File: src/rtl/mc_sequencer_pkg.sv
// Shared definitions for the multi-cycle sequencer: state encodings,
// RV32I major opcodes, fault codes and opcode classification helpers.
package mc_sequencer_pkg;

  typedef enum logic [2:0] {
    SEQ_SETUP  = 3'd0,
    SEQ_FETCH  = 3'd1,
    SEQ_DECODE = 3'd2,
    SEQ_EXEC   = 3'd3,
    SEQ_MEM    = 3'd4,
    SEQ_WB     = 3'd5,
    SEQ_HALT   = 3'd6
  } seq_state_e;

  localparam logic [6:0] OPC_LUI      = 7'b0110111;
  localparam logic [6:0] OPC_AUIPC    = 7'b0010111;
  localparam logic [6:0] OPC_JAL      = 7'b1101111;
  localparam logic [6:0] OPC_JALR     = 7'b1100111;
  localparam logic [6:0] OPC_BRANCH   = 7'b1100011;
  localparam logic [6:0] OPC_LOAD     = 7'b0000011;
  localparam logic [6:0] OPC_STORE    = 7'b0100011;
  localparam logic [6:0] OPC_OP       = 7'b0110011;
  localparam logic [6:0] OPC_OP_IMM   = 7'b0010011;
  localparam logic [6:0] OPC_MISC_MEM = 7'b0001111;
  localparam logic [6:0] OPC_SYSTEM   = 7'b1110011;

  localparam logic [1:0] FAULT_NONE     = 2'd0;
  localparam logic [1:0] FAULT_ILLEGAL  = 2'd1;
  localparam logic [1:0] FAULT_MISALIGN = 2'd2;

  // Opcodes the core executes; SYSTEM (ECALL/EBREAK) is deliberately absent.
  function automatic logic opc_legal(input logic [6:0] opc);
    case (opc)
      OPC_LUI, OPC_AUIPC, OPC_JAL, OPC_JALR, OPC_BRANCH,
      OPC_LOAD, OPC_STORE, OPC_OP, OPC_OP_IMM, OPC_MISC_MEM: opc_legal = 1'b1;
      default:                                               opc_legal = 1'b0;
    endcase
  endfunction

  // Opcodes that produce a register-file result.
  function automatic logic opc_writes_rd(input logic [6:0] opc);
    case (opc)
      OPC_LUI, OPC_AUIPC, OPC_JAL, OPC_JALR,
      OPC_LOAD, OPC_OP, OPC_OP_IMM: opc_writes_rd = 1'b1;
      default:                      opc_writes_rd = 1'b0;
    endcase
  endfunction

  // Opcodes that need a data-RAM phase.
  function automatic logic opc_is_mem(input logic [6:0] opc);
    case (opc)
      OPC_LOAD, OPC_STORE: opc_is_mem = 1'b1;
      default:             opc_is_mem = 1'b0;
    endcase
  endfunction

endpackage

File: src/rtl/mc_sequencer_seq_wait_ctr.sv
// 4-bit wait down-counter shared by the FETCH and MEM phases. Loaded with
// latency-1 on phase entry; done is high while the count sits at zero.
module seq_wait_ctr (
  input  logic       clk,
  input  logic       rst_n,
  input  logic       load,
  input  logic [3:0] load_val,
  output logic [3:0] count,
  output logic       done
);

  logic [3:0] cnt_d, cnt_q;

  // Load on phase entry, otherwise count down and stick at zero.
  always_comb begin
    cnt_d = cnt_q;
    if (load) begin
      cnt_d = load_val;
    end else if (cnt_q != 4'd0) begin
      cnt_d = cnt_q - 4'd1;
    end else begin
      cnt_d = cnt_q;
    end
  end

  // Counter register.
  always_ff @(posedge clk or negedge rst_n) begin
    if (!rst_n) cnt_q <= 4'd0;
    else        cnt_q <= cnt_d;
  end

  assign count = cnt_q;
  assign done  = (cnt_q == 4'd0);

endmodule

File: src/rtl/mc_sequencer.sv
// Multi-cycle RV32I sequencer: owns PC/IR, steps instructions through
// FETCH/DECODE/EXEC/MEM/WB, drives memory and register-file enables, and
// handles setup loading, halting and fault reporting.
module mc_sequencer
  import mc_sequencer_pkg::*;
#(
  parameter int XLEN         = 32,
  parameter int IMEM_LATENCY = 1,
  parameter int RAM_LATENCY  = 1,
  parameter int CNT_W        = 32
) (
  input  logic             clk,
  input  logic             rst_n,
  input  logic             setup,
  input  logic [XLEN-1:0]  i_start_addr,
  input  logic [31:0]      i_imem_rdata,
  input  logic             i_branch_taken,
  input  logic [XLEN-1:0]  i_next_pc,
  output logic [XLEN-1:0]  o_pc,
  output logic [31:0]      o_ir,
  output logic             o_imem_re,
  output logic             o_reg_we,
  output logic             o_ram_re,
  output logic             o_ram_we,
  output logic [2:0]       o_state,
  output logic             o_halted,
  output logic [1:0]       o_fault,
  output logic [CNT_W-1:0] o_retired
);

  localparam logic [3:0]      IMEM_LOAD = 4'(IMEM_LATENCY - 1);
  localparam logic [3:0]      RAM_LOAD  = 4'(RAM_LATENCY - 1);
  localparam logic [XLEN-1:0] PC_STEP   = XLEN'(3'd4);

  seq_state_e       state_d, state_q;
  logic [XLEN-1:0]  pc_d, pc_q;
  logic [31:0]      ir_d, ir_q;
  logic [1:0]       fault_d, fault_q;
  logic [CNT_W-1:0] retired_d, retired_q;

  logic             ctr_load;
  logic [3:0]       ctr_val;
  logic [3:0]       ctr_count;
  logic             ctr_done;

  logic [6:0]       opc;
  logic             take_target;
  logic [XLEN-1:0]  next_pc;
  logic             misaligned;

  assign opc = ir_q[6:0];

  seq_wait_ctr u_wait_ctr (
    .clk      (clk),
    .rst_n    (rst_n),
    .load     (ctr_load),
    .load_val (ctr_val),
    .count    (ctr_count),
    .done     (ctr_done)
  );

  // Candidate next PC for the instruction in WB; wraps modulo 2^XLEN.
  always_comb begin
    take_target = (opc == OPC_JAL) || (opc == OPC_JALR) ||
                  ((opc == OPC_BRANCH) && i_branch_taken);
    next_pc     = take_target ? i_next_pc : (pc_q + PC_STEP);
    misaligned  = (next_pc[1:0] != 2'b00);
  end

  // Next-state and datapath update for the sequencer FSM.
  always_comb begin
    state_d   = state_q;
    pc_d      = pc_q;
    ir_d      = ir_q;
    fault_d   = fault_q;
    retired_d = retired_q;
    case (state_q)
      SEQ_SETUP: begin
        pc_d      = i_start_addr;
        retired_d = '0;
        fault_d   = FAULT_NONE;
        state_d   = SEQ_FETCH;
      end
      SEQ_FETCH: begin
        if (ctr_done) begin
          ir_d    = i_imem_rdata;
          state_d = SEQ_DECODE;
        end else begin
          state_d = SEQ_FETCH;
        end
      end
      SEQ_DECODE: begin
        if (opc_legal(opc)) begin
          state_d = SEQ_EXEC;
        end else begin
          state_d = SEQ_HALT;
          fault_d = FAULT_ILLEGAL;
        end
      end
      SEQ_EXEC: begin
        state_d = opc_is_mem(opc) ? SEQ_MEM : SEQ_WB;
      end
      SEQ_MEM: begin
        if (ctr_done) state_d = SEQ_WB;
        else          state_d = SEQ_MEM;
      end
      SEQ_WB: begin
        if (misaligned) begin
          state_d = SEQ_HALT;
          fault_d = FAULT_MISALIGN;
        end else begin
          pc_d      = next_pc;
          retired_d = retired_q + CNT_W'(1);
          state_d   = SEQ_FETCH;
        end
      end
      SEQ_HALT: begin
        state_d = SEQ_HALT;
      end
      default: begin
        state_d = SEQ_SETUP;
      end
    endcase
    // Setup aborts whatever is in flight: the aborted instruction commits no
    // PC or counter update, and SETUP itself keeps loading the start address.
    if (setup) begin
      state_d   = SEQ_SETUP;
      fault_d   = FAULT_NONE;
      ir_d      = ir_q;
      pc_d      = (state_q == SEQ_SETUP) ? i_start_addr : pc_q;
      retired_d = (state_q == SEQ_SETUP) ? '0 : retired_q;
    end else begin
      state_d   = state_d;
    end
  end

  // Reload the wait counter whenever FETCH or MEM is entered.
  always_comb begin
    ctr_load = ((state_d == SEQ_FETCH) && (state_q != SEQ_FETCH)) ||
               ((state_d == SEQ_MEM)   && (state_q != SEQ_MEM));
    ctr_val  = (state_d == SEQ_MEM) ? RAM_LOAD : IMEM_LOAD;
  end

  // Sequencer state and architectural registers.
  always_ff @(posedge clk or negedge rst_n) begin
    if (!rst_n) begin
      state_q   <= SEQ_SETUP;
      pc_q      <= '0;
      ir_q      <= 32'd0;
      fault_q   <= FAULT_NONE;
      retired_q <= '0;
    end else begin
      state_q   <= state_d;
      pc_q      <= pc_d;
      ir_q      <= ir_d;
      fault_q   <= fault_d;
      retired_q <= retired_d;
    end
  end

  // Enables decode from state/IR. The register write also drops when the
  // chosen target is misaligned, so a faulting jump never writes its link.
  assign o_imem_re = (state_q == SEQ_FETCH);
  assign o_ram_re  = (state_q == SEQ_MEM) && (opc == OPC_LOAD) && !setup;
  assign o_ram_we  = (state_q == SEQ_MEM) && (opc == OPC_STORE) &&
                     (ctr_count == RAM_LOAD) && !setup;
  assign o_reg_we  = (state_q == SEQ_WB) && opc_writes_rd(opc) &&
                     (ir_q[11:7] != 5'd0) && !misaligned && !setup;

  assign o_pc      = pc_q;
  assign o_ir      = ir_q;
  assign o_state   = state_q;
  assign o_halted  = (state_q == SEQ_HALT);
  assign o_fault   = fault_q;
  assign o_retired = retired_q;

endmodule

File: config.mk
export PLATFORM = sky130hd
export DESIGN_NAME = mc_sequencer
export DESIGN_NICKNAME = d
export VERILOG_FILES = /design/src/rtl/mc_sequencer_pkg.sv /design/src/rtl/mc_sequencer_seq_wait_ctr.sv /design/src/rtl/mc_sequencer.sv
export SDC_FILE = /design/constraint.sdc
export NUM_CORES = 1
export LEC_CHECK = 0
export CAP_MARGIN = 25
export CORE_MARGIN = 1.5
export CORE_UTILIZATION = 42
export CTS_BUF_LIST = sky130_fd_sc_hd__clkbuf_16
export DETAILED_ROUTE_END_ITERATION = 6
export PLACE_DENSITY = 0.88
export SYNTH_ARGS = -nofsm -noshare
export SYNTH_HDL_FRONTEND = slang
export SYNTH_HIERARCHICAL = 1
export SYNTH_SLANG_ARGS = --single-unit
File: constraint.sdc
create_clock -name clk -period 2.5 [get_ports clk]
set_input_delay 0.5 -clock clk [delete_from_list [all_inputs] [get_ports clk]]
set_output_delay 0.5 -clock clk [all_outputs]
set_load 0.01 [all_outputs]
==> results of run 1 <==
[cells in the final DEF, fill, tap and decap left out, drive strengths merged, types with 18 or more instances in the layout]
| cell type | count |
|---|---|
| nor2 | 35 |
| nand2 | 67 |
| o21ai | 28 |
| clkdlybuf4s50 | 201 |
| dfrtp | 105 |
| nand3 | 35 |
| a211oi | 18 |
| buf | 43 |
| mux2 | 33 |
| nor3 | 20 |
| mux2i | 20 |
| nand4 | 21 |
[layout make-up]
type / count / area, sq um / share of cell area
multi-input combinational: 478 / 3230 / 0.366
tap: 180 / 225 / 0.0255
inverter: 13 / 48.8 / 0.00552
clock inverter: 7 / 77.6 / 0.00877
timing repair buffer: 247 / 2400 / 0.272
sequential: 105 / 2630 / 0.297
clock buffer: 9 / 225 / 0.0255
[layer usage]
| metal | wire, um | GRT usage |
|---|---|---|
| met5 | 0 | 0 |
| met3 | 1510 | 0.0577 |
| met2 | 8940 | 0.419 |
| met4 | 211 | 0.0661 |
| met1 | 7150 | 0.292 |
[path summary, 6_finish.rpt]
kind	start	to	slack [ns]	cells past startpoint
worst max-delay path	setup	o_ram_re	0.1	5
worst min-delay path	rst_n	o_ir[23]	0.12	1
worst max register to register	o_ir[6]	u_wait_ctr/count[3]	0.16	9
worst min register to register	o_retired[31]	o_retired[31]	0.49	1
max in group asynchronous	rst_n	o_pc[15]	1.57	2
min in group clk	o_retired[31]	o_retired[31]	0.49	1
[critical path, cell delays in order]
cell and delay, ns:
clkdlybuf4s50_1 0.46, nand2b_1 0.18, or2_2 0.34, nor3_1 0.14
dlygate4sd2_1 0.29
[synthesized netlist by cell type, types with 12 or more instances]
cell type / count / area [sq um]
a21oi_1: 15 / 75.1
xor2_1: 12 / 105
nand2_1: 67 / 251
nor2_1: 32 / 120
dfrtp_1: 105 / 2630
a211oi_1: 18 / 135
inv_1: 13 / 48.8
nand3_1: 34 / 170
clkbuf_1: 22 / 82.6
mux2i_1: 20 / 200
o21ai_0: 25 / 125
nand4_1: 21 / 131
a221o_1: 15 / 150
mux2_1: 28 / 315
buf_2: 22 / 110
nor3_1: 20 / 100
[cells by family (layout without fill, tap and decap cells)]
| kind of cell | count (synthesis) | in the layout | share of synthesized area |
|---|---|---|---|
| and+or+nand+nor | 253 | 253 | 0.223 |
| AOI/OAI and AO/OA | 147 | 147 | 0.176 |
| DFF | 105 | 105 | 0.431 |
| buffers and inverters | 60 | 276 | 0.0445 |
| muxes | 53 | 53 | 0.0937 |
| xor gates and xnor gates | 18 | 18 | 0.0258 |
| adders and majority gates | 3 | 3 | 0.00615 |
| other | 1 | 4 | 0.000615 |
[flip-flops by register name, indices dropped and copies added, names as in the netlist]
name,cells
o_retired,32
u_wait_ctr/count,4
o_ir,32
o_pc,32
o_state,3
o_fault,2
[what timing repair did]
action,4_1_cts,5_1_grt
cloned,0,0
endpoints found under the setup margin,3,4
pin swaps,0,2
gates resized for setup,4,11
[power by group through the flow]
stage / clock, mW / sequential [mW] / combinational [mW]
after CTS: 1.51 / 2.89 / 3.76
after global routing: 1.57 / 3.00 / 4.08
after floorplan: 0 / 3.03 / 1.64
after global placement: 0 / 2.88 / 3.67
final: 1.47 / 2.89 / 3.76
after detailed placement: 0 / 2.92 / 3.74
==> flow_metrics.env, run 1 <==
export IMPL_hp_class="primary input to async pin"
export IMPL_placed_area_sq_um=8540
export IMPL_intPower_mw=5.11
export IMPL_switching_power_mw=3.01
export IMPL_ir_worst_vdd_mv=0.551
export IMPL_seqPwrFrac=0.356
export IMPL_gp_congestion=0.876
export IMPL_synthesis_area_sq_um=6100
export IMPL_vias_per_cell=5.79
export IMPL_leakagePower_nw=3.58
export IMPL_drc=0
export IMPL_finalSetupViolCount=0
export IMPL_die_area_sq_um=15300
export IMPL_fin_cells=1039
export IMPL_syn_avg_cell_area_sq_um=9.53
export IMPL_p_sw_frac=0.370
export IMPL_synth_cell_types=68
export IMPL_die_h_um=124
export IMPL_p_per_area_nw_per_um2=918
export IMPL_setup_tns_ns=0
export IMPL_drt_pre_antenna_iters=5
export IMPL_p_clk_frac=0.181
export IMPL_setup_worst_path_end_class="primary output"
export IMPL_postCtsHoldBufs=0
export IMPL_grt_max_degree=51
export IMPL_numPortBuffers=205
export IMPL_p_total_mw=8.12
export IMPL_die_w_um=124
export IMPL_fmax_ghz=0.416
export IMPL_fin_area_sq_um=8840
export IMPL_overflow=0
export IMPL_max_clock_path_buffers=2
export IMPL_worstPathArrival_ns=1.90
export IMPL_insertion_delay_ns=0.35
export IMPL_nets=957
export IMPL_h_tree_depth=3
export IMPL_numCtsBuffers=9
export IMPL_status="completed"
export IMPL_ant_nets=0
export IMPL_cts_root_buf="clkbuf_16"
export IMPL_grt_setup_unrepaired="no"
export IMPL_max_cap_viol_count=0
export IMPL_finalHoldViolCount=0
export IMPL_finalCriticalPeriod_ns=2.40
export IMPL_dp_cells=1023
export IMPL_ys_ff_latch=105
export IMPL_track_usage=0.239
export IMPL_syn_instance_count=640
export IMPL_cp_start_kind="primary input"
export IMPL_setup_slack_ns=0.0988
export IMPL_post_dp_hpwl_um=13100
export IMPL_row_count=43
export IMPL_slew_headroom=0.603
export IMPL_p_comb_frac=0.463
export IMPL_initial_utilization=0.434
export IMPL_fillers=1141
export IMPL_vias=6017
export IMPL_drtIter0Drc=440
export IMPL_cts_sinks=105
export IMPL_ys_flop_type="dfrtp_1"
export IMPL_postCtsSetupBuffers=0
export IMPL_worst_setup_path_type="primary input to primary output"
export IMPL_critPathRequiredTime_ns=2.00
export IMPL_cp_max_fo=3
export IMPL_area_growth_pct=45.0
export IMPL_yosys_warnings=6
export IMPL_grt_pass1_vias=5881
export IMPL_antenna_found_initial=0
export IMPL_totalWireLength_um=17800
export IMPL_cts_tree="yes"
export IMPL_post_route_period_util=0.960
export IMPL_ios=206
export IMPL_clkTransAtPathRegs_ns=0.07
export IMPL_grt_pass1_wl_um=28700
export IMPL_finish_utilization=0.630
export IMPL_diodes=0
export IMPL_finalMaxSlewViolations=0
export IMPL_core_sq_um=14000
export IMPL_skew_ns=0.00643
export IMPL_drive_above_1_share=0.0955
export IMPL_yosysSeqAreaShare=0.431
export IMPL_wire_per_inst_um=17.1
export IMPL_pre_cts_slack_ns=-0.348
export IMPL_synth_async_reset_ratio=1.00
export IMPL_tightest_slew_ns=0.590
export IMPL_hold_slack_ns=0.115
export IMPL_synth_edf_count=0
Note: power is estimated with default switching activity, not from simulation.
==> inputs of run 2 (changes only) <==
- REMOVE_ABC_BUFFERS: not set -> 1
==> flow_metrics.env, run 2 (synthesis results as in run 1) <==
export IMPL_status="complete, but fails checks"
export IMPL_violations="negative setup slack"
export IMPL_gr_usage_met2=0.407
export IMPL_core_sq_um=14000
export IMPL_drive_above_1_share=0.0978
export IMPL_totalWireLength_um=18300
export IMPL_post_dp_hpwl_um=13000
export IMPL_slew_headroom=0.434
export IMPL_setup_worst_path_end_class="flop"
export IMPL_drc=0
export IMPL_hold_slack_ns=0.0249
export IMPL_die_area_sq_um=15300
export IMPL_antenna_found_initial=2
export IMPL_drt_pre_antenna_iters=5
export IMPL_finalHoldViolCount=0
export IMPL_rrSetupSlack_ns=0.07
export IMPL_critPathRequiredTime_ns=2.80
export IMPL_die_w_um=124
export IMPL_nets=957
export IMPL_max_cap_viol_count=0
export IMPL_ant_nets=0
export IMPL_worst_setup_path_type="primary input to flop"
export IMPL_met3_usage=0.0655
export IMPL_ios=206
export IMPL_grt_setup_unrepaired="yes"
export IMPL_cts_tree="yes"
export IMPL_row_count=43
export IMPL_final_common_cell="clkdlybuf4s50_1"
export IMPL_cts_root_buf="clkbuf_16"
export IMPL_overflow=0
export IMPL_cts_sinks=105
export IMPL_cp_max_fo=5
export IMPL_skew_ns=0.00919
export IMPL_vias_per_cell=5.74
export IMPL_grt_pass1_wl_um=29100
export IMPL_hp_class="primary input to async pin"
export IMPL_leakagePower_nw=3.57
export IMPL_fmax_ghz=0.399
export IMPL_max_clock_path_buffers=2
export IMPL_cp_start_kind="primary input"
export IMPL_die_h_um=124
export IMPL_insertion_delay_ns=0.35
export IMPL_finalCriticalPeriod_ns=2.51
export IMPL_drtIter0Drc=367
export IMPL_finalSetupViolCount=1
export IMPL_post_route_period_util=1.00
export IMPL_area_growth_pct=45.3
export IMPL_vias=5971
export IMPL_fillers=1139
export IMPL_p_per_area_nw_per_um2=913
export IMPL_ir_worst_vdd_mv=0.647
export IMPL_numPortBuffers=205
export IMPL_h_tree_depth=3
export IMPL_clkTransAtPathRegs_ns=0.08
export IMPL_wire_per_inst_um=17.6
export IMPL_met1_usage=0.309
export IMPL_finalMaxSlewViolations=0
export IMPL_grt_busiest_layer="met2"
export IMPL_tightest_slew_ns=0.849
export IMPL_postCtsHoldBufs=0
export IMPL_numCtsBuffers=9
export IMPL_setup_slack_ns=-0.00858
export IMPL_grt_max_degree=58
export IMPL_worstPathArrival_ns=2.81
export IMPL_initial_utilization=0.434
export IMPL_setup_tns_ns=-0.00858
export IMPL_layout_common_cells="clkdlybuf4s50_1, dfrtp_1, nand2_1"
export IMPL_gp_congestion=0.892
export IMPL_track_usage=0.243
export IMPL_grt_pass1_vias=5784
-- run 2: critical path, cell delays in order --
cell and delay, ns:
clkdlybuf4s50_1 0.50, buf_4 0.13, o21bai_1 0.07, a2111oi_0 0.52, nor4_1 0.14, o32ai_1 0.30, a211oi_1 0.12, buf_4 0.16
nor3b_1 0.21, a221o_1 0.15
-- run 2: final timing paths --
check / cells past startpoint / end / start
worst min-delay path: 1 / u_wait_ctr/count[0] / rst_n
min in group clk: 1 / o_retired[31] / o_retired[31]
max in group asynchronous: 2 / o_ir[1] / rst_n
worst max-delay path: 10 / u_wait_ctr/count[3] / i_next_pc[1]
worst min register to register: 1 / o_retired[31] / o_retired[31]
worst max register to register: 11 / u_wait_ctr/count[3] / u_wait_ctr/count[0]
-- run 2: through the flow --
stage          setup slack [ns]  cells  instance area [sq um]  power [mW]  utilization
3_5_place_dp             -0.341   1022                   8540        6.63        0.608
5_1_grt                 -0.0660   1039                   8860        8.57        0.631
6_report               -0.00858   1041                   8860        8.09        0.631
3_3_place_gp             -0.329   1022                   8540        6.52        0.608
2_1_floorplan             -2.10    596                   5890        4.58            -
4_1_cts                 0.00384   1038                   8830        8.08        0.629
-- run 2: what timing repair did --
item | CTS | global route
setup endpoints to repair | 3 | 12
gates cloned | 0 | 0
gates resized for setup | 4 | 11
pin swaps | 0 | 1
buffers inserted | 0 | 1
-- run 2: cell type report --
type | count | area (sq um) | share of cell area
tap | 180 | 225 | 0.0254
timing repair buffer | 247 | 2420 | 0.273
clock buffer | 9 | 225 | 0.0254
clock inverter | 7 | 60.1 | 0.00678
antenna | 2 | 5.00 | 0.000565
multi-input combinational | 478 | 3250 | 0.367
inverter | 13 | 48.8 | 0.00551
sequential | 105 | 2630 | 0.296
-- run 2: layer usage --
layer / routed length, um / up-vias
li1: - / 2832
met5: 0 / -
met2: 8910 / 258
met4: 310 / 0
met3: 1430 / 26
met1: 7690 / 2855
-- run 2: power breakdown --
group          internal (mW)  switching (mW)
logic                   2.06            1.71
clock network          0.697           0.712
registers               2.25           0.666
total                   5.00            3.09
==> inputs of run 3 (changes only) <==
- CTS_CLUSTER_DIAMETER: not set -> 150
- MAX_ROUTING_LAYER: not set -> met4
- clock period: 2.5 -> 2.1 ns (I/O delays scaled with it)
==> flow_metrics.env, run 3 (synthesis results as in run 1) <==
export IMPL_status="complete, but fails checks"
export IMPL_violations="negative hold slack, negative setup slack"
export IMPL_h_tree_depth=3
export IMPL_worst_setup_path_type="flop to primary output"
export IMPL_hp_class="primary input to async pin"
export IMPL_postCtsHoldBufs=0
export IMPL_pre_cts_slack_ns=-0.720
export IMPL_gp_congestion=0.916
export IMPL_setup_worst_path_end_class="primary output"
export IMPL_fin_cells=1106
export IMPL_hold_slack_ns=-0.000879
export IMPL_layout_common_cells="clkdlybuf4s50_1, dfrtp_1, buf_4"
export IMPL_row_count=43
export IMPL_totalWireLength_um=21200
export IMPL_die_w_um=124
export IMPL_numCtsBuffers=9
export IMPL_clkTransAtPathRegs_ns=0.08
export IMPL_reg2regPathDepth=10
export IMPL_vias_per_cell=5.88
export IMPL_critPathRequiredTime_ns=1.68
export IMPL_finalHoldViolCount=1
export IMPL_grt_setup_unrepaired="yes"
export IMPL_finalCriticalPeriod_ns=2.33
export IMPL_insertion_delay_ns=0.36
export IMPL_numPortBuffers=205
export IMPL_cp_max_fo=6
export IMPL_ios=206
export IMPL_cts_root_buf="clkbuf_16"
export IMPL_area_growth_pct=60.3
export IMPL_ir_worst_vdd_mv=0.851
export IMPL_drtIter0Drc=588
export IMPL_cp_start_kind="flop"
export IMPL_max_cap_viol_count=0
export IMPL_drc=0
export IMPL_fillers=996
export IMPL_antenna_found_initial=1
export IMPL_finalSetupViolCount=48
export IMPL_vias=6503
export IMPL_post_dp_hpwl_um=13700
export IMPL_leakagePower_nw=4.15
export IMPL_core_sq_um=14000
export IMPL_nets=1022
export IMPL_grt_pass1_vias=6434
export IMPL_drt_pre_antenna_iters=5
export IMPL_skew_ns=0.0115
export IMPL_grt_pass1_wl_um=31700
export IMPL_overflow=0
export IMPL_finish_utilization=0.697
export IMPL_track_usage=0.274
export IMPL_drive_above_1_share=0.222
export IMPL_die_area_sq_um=15300
export IMPL_post_route_period_util=1.11
export IMPL_placed_area_sq_um=8900
export IMPL_setup_slack_ns=-0.226
export IMPL_finalMaxSlewViolations=0
export IMPL_cts_tree="yes"
export IMPL_ant_nets=0
export IMPL_worstPathArrival_ns=1.91
export IMPL_fmax_ghz=0.430
export IMPL_fin_area_sq_um=9780
export IMPL_cts_sinks=105
export IMPL_wire_per_inst_um=19.2
export IMPL_initial_utilization=0.434
export IMPL_grt_max_degree=38
export IMPL_p_per_area_nw_per_um2=1130
export IMPL_max_clock_path_buffers=2
export IMPL_die_h_um=124
export IMPL_final_common_cell="clkdlybuf4s50_1"
export IMPL_dp_cells=1064
-- run 3: cell type report --
class / instances / area [sq um] / share of cell area
multi-input combinational: 478 / 3510 / 0.359
timing repair buffer: 312 / 3050 / 0.312
sequential: 105 / 2630 / 0.269
clock buffer: 9 / 225 / 0.0230
tap: 180 / 225 / 0.0230
clock inverter: 7 / 82.6 / 0.00844
inverter: 13 / 48.8 / 0.00499
antenna: 2 / 5.00 / 0.000512
-- run 3: worst paths after layout --
kind / from / end / slack, ns
max in group asynchronous: rst_n / o_state[1] / 1.51
worst max-delay path: o_state[1] / o_ram_re / -0.23
worst min-delay path: rst_n / u_wait_ctr/count[0] / -0.0009
min in group clk: o_retired[31] / o_retired[31] / 0.48
worst max register to register: u_wait_ctr/count[1] / u_wait_ctr/count[3] / -0.21
worst min register to register: o_retired[31] / o_retired[31] / 0.48
-- run 3: power by group --
group,switching [mW],internal (mW)
Combinational,2.53,3.31
Sequential,0.747,2.68
Clock,0.857,0.951
Total,4.14,6.94
-- run 3: through the flow --
step / setup TNS, ns / hold WS [ns] / power, mW
after global placement: -34.10 / 0.401 / 8.18
final: -3.23 / -0.000879 / 11.1
after global routing: -8.17 / 0.0279 / 11.7
after floorplan: -143.43 / 0.124 / 5.45
after CTS: -0.347 / 0.00722 / 10.5
after detailed placement: -40.28 / 0.400 / 8.35
-- run 3: worst max-delay path, cell delays in order (launching register included) --
cell and delay, ns:
dfrtp_2 0.44, or2_2 0.31, or2_2 0.33, nor3_1 0.27
buf_2 0.21
-- run 3: timing repair --
item | 4_1_cts | 5_1_grt
buffers inserted | 10 | 10
cloned | 2 | 2
pin swaps | 13 | 7
setup endpoints to repair | 90 | 82
resized for setup | 58 | 43
-- run 3: per-layer routing --
| layer | GRT usage | vias to the layer above | wire length (um) |
|---|---|---|---|
| met4 | 0.113 | 0 | 856 |
| met2 | 0.450 | 316 | 10500 |
| li1 | - | 2964 | - |
| met3 | 0.0558 | 78 | 1430 |
| met5 | - | - | 0 |
| met1 | 0.329 | 3145 | 8470 |
